### src/rtl/regfile_pkg.sv
// Shared defaults and types for the scoreboarded register file.
package regfile_pkg;

    localparam int DEF_XLEN  = 32;
    localparam int DEF_NREGS = 32;
    localparam int DEF_NREAD = 2;
    localparam int DEF_AW    = $clog2(DEF_NREGS);

    typedef logic [DEF_AW-1:0]   reg_idx_t;
    typedef logic [DEF_XLEN-1:0] xlen_t;

endpackage

### src/rtl/regfile_sb_if.sv
// Issue/writeback/read bundle of regfile_sb; master drives requests, slave is the register file.
interface regfile_sb_if
    import regfile_pkg::*;
#(
    parameter int XLEN  = DEF_XLEN,
    parameter int NREGS = DEF_NREGS,
    parameter int NREAD = DEF_NREAD
);
    localparam int AW = $clog2(NREGS);

    logic                  wen;
    logic [AW-1:0]         regW_sel;
    logic [XLEN-1:0]       regW_i;
    logic                  rsv_en;
    logic [AW-1:0]         rsv_sel;
    logic [NREAD*AW-1:0]   reg_sel;
    logic [NREAD*XLEN-1:0] reg_o;
    logic [NREAD-1:0]      busy_o;
    logic [AW:0]           busy_cnt_o;

    modport master (
        output wen, regW_sel, regW_i, rsv_en, rsv_sel, reg_sel,
        input  reg_o, busy_o, busy_cnt_o
    );

    modport slave (
        input  wen, regW_sel, regW_i, rsv_en, rsv_sel, reg_sel,
        output reg_o, busy_o, busy_cnt_o
    );

endinterface

### src/rtl/regfile_scoreboard.sv
// Per-register busy vector: writeback releases, issue reserves (reserve wins), plus a
// registered popcount that always matches the stored vector.
module regfile_scoreboard
    import regfile_pkg::*;
#(
    parameter int NREGS = DEF_NREGS,
    localparam int AW   = $clog2(NREGS)
) (
    input  logic             clk,
    input  logic             rst,
    input  logic             i_wen,
    input  logic [AW-1:0]    i_wsel,
    input  logic             i_rsv_en,
    input  logic [AW-1:0]    i_rsv_sel,
    output logic [NREGS-1:0] o_busy,
    output logic [AW:0]      o_busy_cnt
);

    logic [NREGS-1:0] r_busy;
    logic [NREGS-1:0] w_busy_nxt;
    logic [AW:0]      r_cnt;
    logic [AW:0]      w_cnt_nxt;

    // NOTE: every comb output gets a default before any condition, so no latch is inferred.
    always_comb begin
        w_busy_nxt = r_busy;
        if (i_wen && (i_wsel != '0)) begin
            w_busy_nxt[i_wsel] = 1'b0;
        end
        // Reservation is applied last: the issuing instruction is younger than the writer.
        if (i_rsv_en && (i_rsv_sel != '0)) begin
            w_busy_nxt[i_rsv_sel] = 1'b1;
        end
        w_busy_nxt[0] = 1'b0;
    end

    always_comb begin
        w_cnt_nxt = '0;
        for (int i = 1; i < NREGS; i++) begin
            w_cnt_nxt = w_cnt_nxt + {{AW{1'b0}}, w_busy_nxt[i]};
        end
    end

    // NOTE: sequential state uses non-blocking assignments so all flops update together.
    always_ff @(posedge clk or posedge rst) begin
        if (rst) begin
            r_busy <= '0;
            r_cnt  <= '0;
        end else begin
            r_busy <= w_busy_nxt;
            r_cnt  <= w_cnt_nxt;
        end
    end

    assign o_busy     = r_busy;
    assign o_busy_cnt = r_cnt;

endmodule

### src/rtl/regfile_sb.sv
// Multi-read-port integer register file with busy scoreboard; x0 is hardwired zero.
// Optional same-cycle write-to-read forwarding when REGFILE_BYPASS_EN is defined.
module regfile_sb
    import regfile_pkg::*;
#(
    parameter int XLEN  = DEF_XLEN,
    parameter int NREGS = DEF_NREGS,
    parameter int NREAD = DEF_NREAD,
    localparam int AW   = $clog2(NREGS)
) (
    input  logic         clk,
    input  logic         rst,
    regfile_sb_if.slave  bus
);

    logic [XLEN-1:0]       r_mem [NREGS];
    logic [NREGS-1:0]      w_busy;
    logic [NREAD*XLEN-1:0] w_reg_o;
    logic [NREAD-1:0]      w_busy_o;
    logic [AW-1:0]         w_idx;

    // NOTE: the array is reset entry by entry because a reset must clear every register,
    // which rules out block RAM; entry 0 is never written and so stays zero.
    always_ff @(posedge clk or posedge rst) begin
        if (rst) begin
            for (int i = 0; i < NREGS; i++) begin
                r_mem[i] <= '0;
            end
        end else if (bus.wen && (bus.regW_sel != '0)) begin
            r_mem[bus.regW_sel] <= bus.regW_i;
        end
    end

    regfile_scoreboard #(.NREGS(NREGS)) u_scoreboard (
        .clk        (clk),
        .rst        (rst),
        .i_wen      (bus.wen),
        .i_wsel     (bus.regW_sel),
        .i_rsv_en   (bus.rsv_en),
        .i_rsv_sel  (bus.rsv_sel),
        .o_busy     (w_busy),
        .o_busy_cnt (bus.busy_cnt_o)
    );

    always_comb begin
        w_reg_o  = '0;
        w_busy_o = '0;
        w_idx    = '0;
        for (int p = 0; p < NREAD; p++) begin
            w_idx                     = bus.reg_sel[p*AW +: AW];
            w_reg_o[p*XLEN +: XLEN]   = r_mem[w_idx];
            w_busy_o[p]               = w_busy[w_idx];
`ifdef REGFILE_BYPASS_EN
            if (bus.wen && (bus.regW_sel != '0) && (w_idx == bus.regW_sel)) begin
                w_reg_o[p*XLEN +: XLEN] = bus.regW_i;
                w_busy_o[p]             = 1'b0;
            end
`endif
            // Reads are forced low during reset so forwarding cannot leak through.
            if (rst) begin
                w_reg_o[p*XLEN +: XLEN] = '0;
                w_busy_o[p]             = 1'b0;
            end
        end
    end

    assign bus.reg_o  = w_reg_o;
    assign bus.busy_o = w_busy_o;

endmodule

### src/flat_wrapper.sv
// flat-port wrapper written by rule: the top's interface ports become plain ports
module regfile_sb_flat import regfile_pkg::*;
#(
    parameter int XLEN  = DEF_XLEN,
    parameter int NREGS = DEF_NREGS,
    parameter int NREAD = DEF_NREAD,
    localparam int AW   = $clog2(NREGS)
)
  (clk, rst, bus_wen, bus_regW_sel, bus_regW_i, bus_rsv_en, bus_rsv_sel, bus_reg_sel, bus_reg_o, bus_busy_o, bus_busy_cnt_o);
  regfile_sb_if #(.XLEN(XLEN), .NREGS(NREGS), .NREAD(NREAD)) bus_i ();
  input  logic clk;
  input  logic rst;
  input wire logic [$bits(bus_i.wen)-1:0] bus_wen;
  input wire logic [$bits(bus_i.regW_sel)-1:0] bus_regW_sel;
  input wire logic [$bits(bus_i.regW_i)-1:0] bus_regW_i;
  input wire logic [$bits(bus_i.rsv_en)-1:0] bus_rsv_en;
  input wire logic [$bits(bus_i.rsv_sel)-1:0] bus_rsv_sel;
  input wire logic [$bits(bus_i.reg_sel)-1:0] bus_reg_sel;
  output wire logic [$bits(bus_i.reg_o)-1:0] bus_reg_o;
  output wire logic [$bits(bus_i.busy_o)-1:0] bus_busy_o;
  output wire logic [$bits(bus_i.busy_cnt_o)-1:0] bus_busy_cnt_o;
  assign bus_i.wen = bus_wen;
  assign bus_i.regW_sel = bus_regW_sel;
  assign bus_i.regW_i = bus_regW_i;
  assign bus_i.rsv_en = bus_rsv_en;
  assign bus_i.rsv_sel = bus_rsv_sel;
  assign bus_i.reg_sel = bus_reg_sel;
  assign bus_reg_o = bus_i.reg_o;
  assign bus_busy_o = bus_i.busy_o;
  assign bus_busy_cnt_o = bus_i.busy_cnt_o;
  regfile_sb #(.XLEN(XLEN), .NREGS(NREGS), .NREAD(NREAD)) u_core (.clk(clk), .rst(rst), .bus(bus_i));
endmodule
### config.mk
export PLATFORM = sky130hd
export DESIGN_NAME = regfile_sb_flat
export DESIGN_NICKNAME = d
export VERILOG_FILES = /design/src/rtl/regfile_pkg.sv /design/src/rtl/regfile_sb_if.sv /design/src/rtl/regfile_scoreboard.sv /design/src/rtl/regfile_sb.sv /design/src/flat_wrapper.sv
export SDC_FILE = /design/constraint.sdc
export NUM_CORES = 2
export LEC_CHECK = 0
export BUFFER_PORTS_ARGS = -buffer_cell sky130_fd_sc_hd__buf_2
export CORE_UTILIZATION = 64
export CTS_CLUSTER_SIZE = 40
export DETAILED_ROUTE_END_ITERATION = 10
export HOLD_SLACK_MARGIN = 0.1
export PLACE_DENSITY = 0.89
export SYNTH_ARGS = -nofsm -noshare
export SYNTH_HDL_FRONTEND = slang
export SYNTH_SLANG_ARGS = --single-unit
### constraint.sdc
create_clock -name clk -period 34.7 [get_ports clk]
set_input_delay 1.735 -clock clk [delete_from_list [all_inputs] [get_ports clk]]
set_output_delay 1.735 -clock clk [all_outputs]
set_load 0.01 [all_outputs]
==> results.py <==
metrics = {
    "outcome": {
        "status": "finished, final reports clean",
    },
    "global_route": {
        "globalRouteOverflowTotal": 0,
        "grtUsageTotal_pct": 38.26,
        "grt_pass1_wl_um": 253400,
        "grt_pass1_vias": 39526,
        "antenna_found_initial": 5,
        "grt_max_degree": 181,
    },
    "drt": {
        "drcViolationCount": 0,
        "dr.pass1.iters": 7,
        "num_vias": 38217,
        "drt_wl_total_um": 169300,
        "drt-initial-drc-count": 5081,
        "routedWlPerCell_um": 34.45,
        "postRouteAntennaNets": 0,
        "via_per_inst": 7.779,
    },
    "floorplan": {
        "io_pins": 128,
        "rows": 108,
        "dieHeight_um": 299.8,
        "die_w_um": 299.8,
        "die_area_mm2": 0.08988,
        "coreArea_mm2": 0.08729,
        "initial_core_util_pct": 65.02,
    },
    "critical_path": {
        "cpPeakStageDelay_ns": 1.05,
        "worst-path-buf-inv": 4,
        "cp.arrival_ns": 8.39,
        "worstPathMaxFanout": 34,
        "cpMaxStageDelayCell": "nor3b_1",
        "crit_path_end_kind": "register",
        "cp_top_family": "adder cells",
        "crit_type": "input pin to register",
        "critical_path.cell_chain": "buf_2, nor3b_1, nand2_4, a22oi_1, fa_1, inv_1, fa_1, fa_1, fa_1, inv_1, fa_1, fa_1, fa_1, inv_1, fa_1, nand2_1, nand2_1, a21oi_1, xnor2_1",
        "cpMostUsedCell": "fa_1",
        "crit_required_ns": 35.32,
        "startpoint_type": "input pin",
    },
    "pwr": {
        "pwr-share-seq_pct": 42.1,
        "p_switching_mw": 1.195,
        "p_per_area_mw_per_mm2": 64.55,
        "combPwrFrac_pct": 27.4,
        "p_sw_share_pct": 30.05,
        "p_leak_nw": 27.33,
        "pwr-share-clk_pct": 30.5,
        "intPower_mw": 2.781,
        "max-vdd-ir-drop_v": 0.0001350,
    },
    "synthesis": {
        "yosysSeqAreaShare_pct": 46.78,
        "yosysUniqueCellTypes": 40,
        "synth_seq_cells": 1061,
        "synth_cells": 3798,
        "netlist_area_mm2": 0.05676,
        "async_flop_share_pct": 100.0,
        "synthFlopType": "dfrtp_1",
        "syn_avg_cell_area_um2": 14.94,
        "ys.warnings.count": 0,
        "synth_edf_count": 0,
        "syn_nets": 3884,
    },
    "finish": {
        "nets": 3754,
        "area_growth_pct": 8.527,
        "drive_gt1_share_pct": 49.99,
    },
    "timing": {
        "slew_headroom_pct": 14.06,
        "setup_slack_ns": 26.93,
        "rsz0062_at_grt": "no",
        "hold_viol": 0,
        "finClkSkew_ns": 0.007739,
        "slew_viol_final": 0,
        "fin_crit_sh_pct": 22.40,
        "setup_viol": 0,
        "fin_crit_ns": 7.773,
        "worst_pin_slew_ns": 1.286,
        "fmax_ghz": 0.1286,
        "finalSetupTns_ns": 0,
    },
    "clocking": {
        "clock_sinks": 1061,
        "cts_buffers": 107,
        "clk_pin_slew_ns": 0.06,
        "post_cts_buffers": 0,
        "cts_resized": 0,
        "hold_buffers": 0,
        "clk_path_buf_depth": 3,
        "clock-root-buffer": "clkbuf_16",
        "tritoncts": "built",
        "clk_latency_ns": 0.70,
        "htreeDepth": 3,
    },
    "place": {
        "port_buffers": 127,
        "gp_congestion": 0.8367,
        "place_hpwl_um": 89610,
        "post-place-ws_ns": 26.30,
    },
    "flow_run": {
        "cap_viol_max_count": 0,
    },
    "hold_path": {
        "hp-class": "register to register",
    },
}
-- cells in the final DEF, fill, tap and decap left out, types with 6 or more instances in the layout --
| master | count |
|---|---|
| a221oi_1 | 46 |
| clkbuf_8 | 25 |
| nor2_4 | 9 |
| dfrtp_1 | 1061 |
| ha_1 | 7 |
| clkinv_2 | 22 |
| nand2_1 | 60 |
| a22oi_1 | 86 |
| a31oi_1 | 65 |
| inv_1 | 34 |
| a22o_1 | 27 |
| mux2_1 | 8 |
| nand2_2 | 21 |
| nor2_1 | 14 |
| mux4_2 | 462 |
| buf_2 | 120 |
| o21ai_0 | 50 |
| a221o_1 | 64 |
| mux2i_1 | 259 |
| bufinv_16 | 11 |
| nor3b_1 | 8 |
| nor2b_4 | 6 |
| clkbuf_16 | 109 |
| buf_4 | 71 |
| mux2_2 | 986 |
| clkbuf_1 | 21 |
| o2111ai_1 | 19 |
| fa_1 | 23 |
-- synth_stat cells, types with 19 or more instances --
cell,instances,area share (%)
a221o_1,64,1.1
a221oi_1,46,0.71
a22o_1,27,0.42
a22oi_1,86,1.1
a31oi_1,65,0.72
buf_1,38,0.25
buf_2,133,1.2
clkbuf_1,270,1.8
dfrtp_1,1061,47
fa_1,23,0.81
inv_1,37,0.24
mux2_2,986,20
mux2i_1,259,4.6
mux4_2,462,18
nand2_1,85,0.56
nor2_1,24,0.16
o2111ai_1,19,0.29
o21ai_0,50,0.44
-- power groups by stage --
stage	sequential [mW]	clock, mW	combinational [mW]
after floorplan	1.62	0	0.856
after global placement	1.65	0	1.01
after detailed placement	1.68	0	1.07
after CTS	1.66	1.22	1.09
after global routing	1.69	1.26	1.21
final	1.67	1.21	1.09
-- cells by family (layout without fill, tap and decap cells) --
group                      count (synthesis)  count (layout)  synth area share, %
AOI/OAI and AO/OA                        365             365                4.944
xor gates and xnor gates                   2               2              0.03087
adders and majority gates                 30              30               0.9655
buffers and inverters                    478             435                3.454
DFF                                     1061            1061                46.78
muxes                                   1715            1715                42.62
other                                      0               3                    0
and+or+nand+nor                          147             147                1.208
-- per-layer routing --
metal	global-route usage, %	routed length, um	up-vias	part of all wire, %
met5	0	22	-	0.013
met4	23.91	12260	4	7.2
met3	10.20	21040	822	12
met2	57.61	77000	2926	45
met1	50.03	58940	19972	35
li1	-	-	14493	-
-- metrics by stage --
step	utilization [%]	hold slack [ns]	total power [mW]	instance area (um^2)	instances
6_report	70.57	0.3959	3.976	61600	4913
5_1_grt	70.56	0.4067	4.167	61590	4911
4_1_cts	70.56	0.3967	3.969	61590	4910
3_5_place_dp	66.35	0.3823	2.749	57920	4714
3_3_place_gp	66.35	0.3766	2.666	57920	4714
2_1_floorplan	-	0.4413	2.477	56760	3798
-- worst reg2reg max path: stages (launching register included) --
cell and delay, ns:
dfrtp_1 0.42, a22o_1 0.27, fa_1 0.55, inv_1 0.06, fa_1 0.46, fa_1 0.49
inv_1 0.05, fa_1 0.53, inv_1 0.05, fa_1 0.46, fa_1 0.52, fa_1 0.20
inv_1 0.07, fa_1 0.45, nand2_1 0.08, nand2_1 0.07, a21oi_1 0.18, xnor2_1 0.13
-- path summary, 6_finish.rpt --
path | slack, ns | from | end | cells past startpoint
max in group asynchronous | 29.08 | rst | u_core.r_mem[88] | 6
min reg2reg | 0.40 | u_core.r_mem[1000] | u_core.r_mem[1000] | 0
min | 0.40 | u_core.r_mem[1000] | u_core.r_mem[1000] | 0
max | 26.93 | bus_regW_sel[2] | u_core.u_scoreboard.o_busy_cnt[4] | 19
max reg2reg | 29.59 | u_core.u_scoreboard.o_busy[18] | u_core.u_scoreboard.o_busy_cnt[4] | 17
min in group asynchronous | 1.46 | rst | u_core.r_mem[454] | 2
-- sequential cells by signal (all words and copies together), names as in the netlist --
register and count:
u_core.u_scoreboard.o_busy_cnt 6, u_core.r_mem 1024, u_core.u_scoreboard.o_busy 31
-- final cells by class --
type	instances	area, um^2
multi-input combinational	2259	28450
antenna	3	7.507
fill	5325	25690
clock buffer	155	3151
inverter	37	151.4
tap	1155	1445
timing repair buffer	202	1316
sequential	1061	26550
clock inverter	41	523.0
No activity file was read; power rests on OpenSTA's default activity.
